$ cat src/rtl/mult_share_arbiter.sv
// Round-robin arbiter sharing one sequential multiplier among NREQ requesters.
// Grants one requester, launches the multiplier via m_rst, and returns the product with a one-cycle strobe.
module mult_share_arbiter #(
   parameter int NREQ    = 4,
   parameter int W       = 4,
   parameter int TIMEOUT = 31
) (
   input  logic              clk,
   input  logic              rst,
   input  logic [NREQ-1:0]   req,
   input  logic [NREQ*W-1:0] a_in,
   input  logic [NREQ*W-1:0] b_in,
   output logic [NREQ-1:0]   gnt,
   output logic [NREQ-1:0]   res_valid,
   output logic [2*W-1:0]    result,
   output logic              busy,
   output logic              err,
   output logic              m_rst,
   output logic [W-1:0]      m_a,
   output logic [W-1:0]      m_b,
   input  logic [2*W-1:0]    m_product,
   input  logic              m_done
);

   localparam int IW = (NREQ > 1) ? $clog2(NREQ) : 1;
   localparam int CW = $clog2(TIMEOUT + 1);

   typedef enum logic [1:0] {
      ST_IDLE,
      ST_LAUNCH,
      ST_WAIT,
      ST_DELIVER
   } state_t;

   state_t            state_q, state_d;
   logic [IW-1:0]     ptr_q, ptr_d;
   logic [IW-1:0]     idx_q, idx_d;
   logic [NREQ-1:0]   gnt_q, gnt_d;
   logic [NREQ-1:0]   res_valid_q, res_valid_d;
   logic [2*W-1:0]    result_q, result_d;
   logic              err_q, err_d;
   logic [W-1:0]      m_a_q, m_a_d;
   logic [W-1:0]      m_b_q, m_b_d;
   logic [CW-1:0]     wait_cnt_q, wait_cnt_d;

   logic [W-1:0]      a_arr [NREQ];
   logic [W-1:0]      b_arr [NREQ];
   logic              sel_found;
   logic [IW-1:0]     sel_idx;

   generate
      for (genvar gi = 0; gi < NREQ; gi++) begin : g_unpack
         assign a_arr[gi] = a_in[gi*W +: W];
         assign b_arr[gi] = b_in[gi*W +: W];
      end
   endgenerate

   // First set request at or above ptr, wrapping past NREQ-1 back to 0.
   always_comb begin
      logic [IW:0] cand;
      sel_found = 1'b0;
      sel_idx   = '0;
      cand      = '0;
      for (int k = 0; k < NREQ; k++) begin
         cand = {1'b0, ptr_q} + (IW+1)'(k);
         if (cand >= (IW+1)'(NREQ)) cand = cand - (IW+1)'(NREQ);
         if (!sel_found && req[cand[IW-1:0]]) begin
            sel_found = 1'b1;
            sel_idx   = cand[IW-1:0];
         end
      end
   end

   always_comb begin
      state_d     = state_q;
      ptr_d       = ptr_q;
      idx_d       = idx_q;
      gnt_d       = gnt_q;
      res_valid_d = '0;
      result_d    = result_q;
      err_d       = err_q;
      m_a_d       = m_a_q;
      m_b_d       = m_b_q;
      wait_cnt_d  = wait_cnt_q;
      case (state_q)
         ST_IDLE: begin
            if (sel_found) begin
               gnt_d   = {{(NREQ-1){1'b0}}, 1'b1} << sel_idx;
               idx_d   = sel_idx;
               m_a_d   = a_arr[sel_idx];
               m_b_d   = b_arr[sel_idx];
               state_d = ST_LAUNCH;
            end
         end
         ST_LAUNCH: begin
            wait_cnt_d = '0;
            state_d    = ST_WAIT;
         end
         ST_WAIT: begin
            wait_cnt_d = wait_cnt_q + CW'(1);
            // The multiplier's done is still stale from the previous op for the first two cycles.
            if (m_done && (wait_cnt_q >= CW'(2))) begin
               result_d    = m_product;
               res_valid_d = gnt_q;
               state_d     = ST_DELIVER;
            end else if (wait_cnt_q == CW'(TIMEOUT)) begin
               result_d    = '0;
               err_d       = 1'b1;
               res_valid_d = gnt_q;
               state_d     = ST_DELIVER;
            end
         end
         ST_DELIVER: begin
            if (idx_q == IW'(NREQ - 1)) ptr_d = '0;
            else                        ptr_d = idx_q + IW'(1);
            gnt_d   = '0;
            state_d = ST_IDLE;
         end
         default: state_d = ST_IDLE;
      endcase
   end

   always_ff @(posedge clk) begin
      if (rst) begin
         state_q     <= ST_IDLE;
         ptr_q       <= '0;
         idx_q       <= '0;
         gnt_q       <= '0;
         res_valid_q <= '0;
         result_q    <= '0;
         err_q       <= 1'b0;
         m_a_q       <= '0;
         m_b_q       <= '0;
         wait_cnt_q  <= '0;
      end else begin
         state_q     <= state_d;
         ptr_q       <= ptr_d;
         idx_q       <= idx_d;
         gnt_q       <= gnt_d;
         res_valid_q <= res_valid_d;
         result_q    <= result_d;
         err_q       <= err_d;
         m_a_q       <= m_a_d;
         m_b_q       <= m_b_d;
         wait_cnt_q  <= wait_cnt_d;
      end
   end

   assign gnt       = gnt_q;
   assign res_valid = res_valid_q;
   assign result    = result_q;
   assign err       = err_q;
   assign m_a       = m_a_q;
   assign m_b       = m_b_q;
   assign busy      = (state_q != ST_IDLE);
   assign m_rst     = rst | (state_q == ST_LAUNCH);

endmodule

$ cat config.mk
export PLATFORM = sky130hd
export DESIGN_NAME = mult_share_arbiter
export DESIGN_NICKNAME = d
export VERILOG_FILES = /design/src/rtl/mult_share_arbiter.sv
export SDC_FILE = /design/constraint.sdc
export NUM_CORES = 1
export LEC_CHECK = 0
export ABC_AREA = 0
export BUFFER_PORTS_ARGS = -buffer_cell sky130_fd_sc_hd__buf_2
export CORE_MARGIN = 4
export CORE_UTILIZATION = 30
export DETAILED_ROUTE_END_ITERATION = 10
export SYNTH_ARGS = -nofsm -noshare
export SYNTH_HDL_FRONTEND = slang
export SYNTH_SLANG_ARGS = --single-unit
$ cat constraint.sdc
create_clock -name clk -period 1.8 [get_ports clk]
set_clock_uncertainty 0.2 [all_clocks]
set_input_delay 0.27 -clock clk [delete_from_list [all_inputs] [get_ports clk]]
set_output_delay 0.27 -clock clk [all_outputs]
set_load 0.02 [all_outputs]
==> impl_metrics.json <==
{
  "final.period_utilization": 1.09,
  "synth_seq_area_share": 0.413,
  "grt_util_met1": 0.160,
  "syn_to_final_growth_pct": 45.7,
  "final_cell_area_um2": 2540,
  "placed_area_um2": 2340,
  "ir_drop_v": 0.000452,
  "diodes": 0,
  "synth-seq-cells": 36,
  "drc": 0,
  "worst_hold_startpoint": "m_product[6]",
  "cp-end-kind": "flop",
  "synth_mux_area_frac": 0.115,
  "hold_end": "result[6]",
  "synth_compound_area_frac": 0.174,
  "vias_per_cell": 4.77,
  "whs_path_depth": 3,
  "io_buffers": 73,
  "crit_fanout": 2,
  "drive_above_1_share": 0.455,
  "dr.pass1.iters": 4,
  "grt_max_degree": 26,
  "multiInputGateArea_um2": 1040,
  "outcome": "complete, but fails checks",
  "met2_usage": 0.215,
  "crit_type": "flop to flop",
  "synthDistinctLibCells": 34,
  "nFillCells": 579,
  "finalNonFillerCells": 358,
  "clkSlewWorstSetupHoldPaths_ns": 0.07,
  "synth_xor_area_frac": 0,
  "yosysWarnings": 0,
  "synth.cells.most_frequent": "36 x dfxtp_1, 30 x nor2_1, 20 x mux2i_1",
  "die_x_um": 84.3,
  "synthAdderAreaFrac": 0.0645,
  "rsz0062_at_grt": "yes",
  "use_met3": 0.0432,
  "cp-start-kind": "flop",
  "final-seq-area_um2": 726,
  "ios": 74,
  "hold_ws_ns": 0.0241,
  "worst_pin_slew_ns": 0.421,
  "die_y_um": 84.3,
  "wl_per_cell_um": 12.9,
  "synth_top_flop_cell": "dfxtp_1",
  "drtIter0Drc": 67,
  "synth.most_common_cell": "dfxtp_1",
  "ff2ff_path_depth": 7,
  "drv_slew": 0,
  "synth_top_family_by_area": "simple AND/OR/NAND/NOR gates",
  "r2r_end": "state_q[1]",
  "core_um2": 5570,
  "cts_made_buffers": 5,
  "top_usage_layer": "met2",
  "antenna_found_initial": 0,
  "postRouteAntennaNets": 0,
  "cts_buffer_depth": 2,
  "synth_cells": 190,
  "synth_top_area_cell": "dfxtp_1",
  "min_period_ns": 1.96,
  "initial_utilization": 0.313,
  "synth_edf_count": 0,
  "fmax_mhz": 511,
  "grt_pass1_wl_um": 7730,
  "dp.cells": 347,
  "grt_pass1_vias": 1716,
  "synth_nets": 246,
  "setup_violations": 15,
  "synthArstFlopShare": 0,
  "setup_ws_ns": -0.158,
  "synth.avg_cell_area_um2": 9.19,
  "worstSkewPairLatency_ns": 0.29,
  "required_ns": 1.78,
  "num-nets-final": 341,
  "synth.top_cell.area_share": 0.413,
  "hpwl_um": 3410,
  "finalPower_w": 0.00269,
  "vias": 1707,
  "hp-class": "input port to flop",
  "r2r_slack_ns": -0.16,
  "synth-simple-area-share": 0.201,
  "cts_hold_buffers": 0,
  "overflow": 0,
  "synth_area_leaders": "dfxtp_1 41%, mux2i_1 11%, ha_1 6.5%, nor2_1 6.5%, o221ai_1 4.5%",
  "wl_um": 4630,
  "reg2reg_from": "wait_cnt_q[0]",
  "arrival_ns": 1.94,
  "rows": 27,
  "htreeDepth": 2,
  "cts_tree": "built",
  "clock_sinks": 36,
  "power_density_nw_per_um2": 1060,
  "total_leakage_power_nw": 1.15,
  "violations": "setup timing",
  "final_core_util": 0.456,
  "grt_use_total": 0.131,
  "root_buffer": "clkbuf_8",
  "die_area_um2": 7100,
  "synth_area_um2": 1750,
  "gp_congestion": 0.798,
  "drv_cap": 0,
  "relSlewSlack": 0.719,
  "finalHoldViolCount": 0
}
-- stage by stage --
stage,TNS [ns],setup slack [ns]
floorplan,-0.955,-0.118
global placement,-1.81,-0.148
finish,-1.69,-0.158
detailed placement,-2.19,-0.167
CTS,-1.48,-0.166
global route,-2.77,-0.235
-- report_power, final --
group | internal [W] | total, W | switching [W] | leakage [nW]
clock network | 0.000305 | 0.000606 | 0.000300 | 0.0510
logic | 0.000488 | 0.00110 | 0.000608 | 0.803
registers | 0.000922 | 0.000992 | 0.0000694 | 0.295
-- cell usage in the layout (no fill, tap or decap), types with 3 or more instances in the layout --
cell type / synthesis / layout
ha_1: 9 / 6
a21oi_1: 8 / 8
buf_4: 0 / 20
clkbuf_8: 0 / 6
dfxtp_2: 0 / 4
nand3b_1: 9 / 9
dfxtp_1: 36 / 32
a22oi_2: 0 / 4
nand3_1: 3 / 3
buf_2: 3 / 73
and2_1: 4 / 4
nor2_1: 30 / 27
mux2i_1: 20 / 19
a22oi_1: 8 / 4
inv_1: 6 / 4
o21ai_1: 1 / 3
nand2_1: 13 / 13
nor2_2: 0 / 3
o221ai_1: 9 / 9
-- flip-flops by register name, indices dropped and copies added, names as in the netlist --
signal and flops:
res_valid 4, err 1, result 8, wait_cnt_q 5, m_b 4, m_a 4
ptr_q 2, idx_q 2, gnt 4, state_q 2
-- critical path, cell delays in order (launching register included) --
cell and delay [ns]:
dfxtp_2 0.34, inv_2 0.05, ha_4 0.14, or4_4 0.42, o21a_4 0.22, o31a_1 0.27, mux2i_1 0.16, nor2_1 0.05
-- kinds of logic after synthesis --
| family | Yosys count |
|---|---|
| flip-flops | 36 |
| AND/OR/NAND/NOR | 71 |
| multiplexers | 20 |
| adder cells (fa/ha/maj) | 9 |
| AO/OA/AOI/OAI | 40 |
| buffers and inverters | 14 |
-- area by class of cell --
cell class | count | share of cell area
Clock buffer | 6 | 0.0325
Timing Repair Buffer | 96 | 0.225
Inverter | 6 | 0.00886
Multi-Input combinational cell | 140 | 0.409
Tap cell | 72 | 0.0354
Clock inverter | 2 | 0.00394
Sequential cell | 36 | 0.285
-- metal layers --
| metal | vias to the layer above | part of all wire |
|---|---|---|
| met5 | - | 0 |
| met4 | 0 | 0.012 |
| met3 | 7 | 0.081 |
| met2 | 53 | 0.45 |
| met1 | 770 | 0.46 |
| li1 | 877 | - |
-- what timing repair did --
item | 4_1_cts | 5_1_grt
setup endpoints to repair | 15 | 25
endpoints found under the hold margin | 0 | 0
buffers inserted | 1 | 1
cloned | 0 | 1
resized for setup | 4 | 16
pin swaps | 2 | 7
-- how the worst max path moves through the flow --
| stage | from | end | depth (start not counted) |
|---|---|---|---|
| final | wait_cnt_q[0] | state_q[1] | 7 |
| after global routing | wait_cnt_q[0] | result[3] | 8 |
| after CTS | wait_cnt_q[0] | state_q[1] | 7 |
| after detailed placement | wait_cnt_q[0] | result[2] | 7 |
| after global placement | wait_cnt_q[0] | state_q[1] | 7 |
| after floorplan | wait_cnt_q[0] | state_q[1] | 7 |
Power figures use the tool's default switching activity.
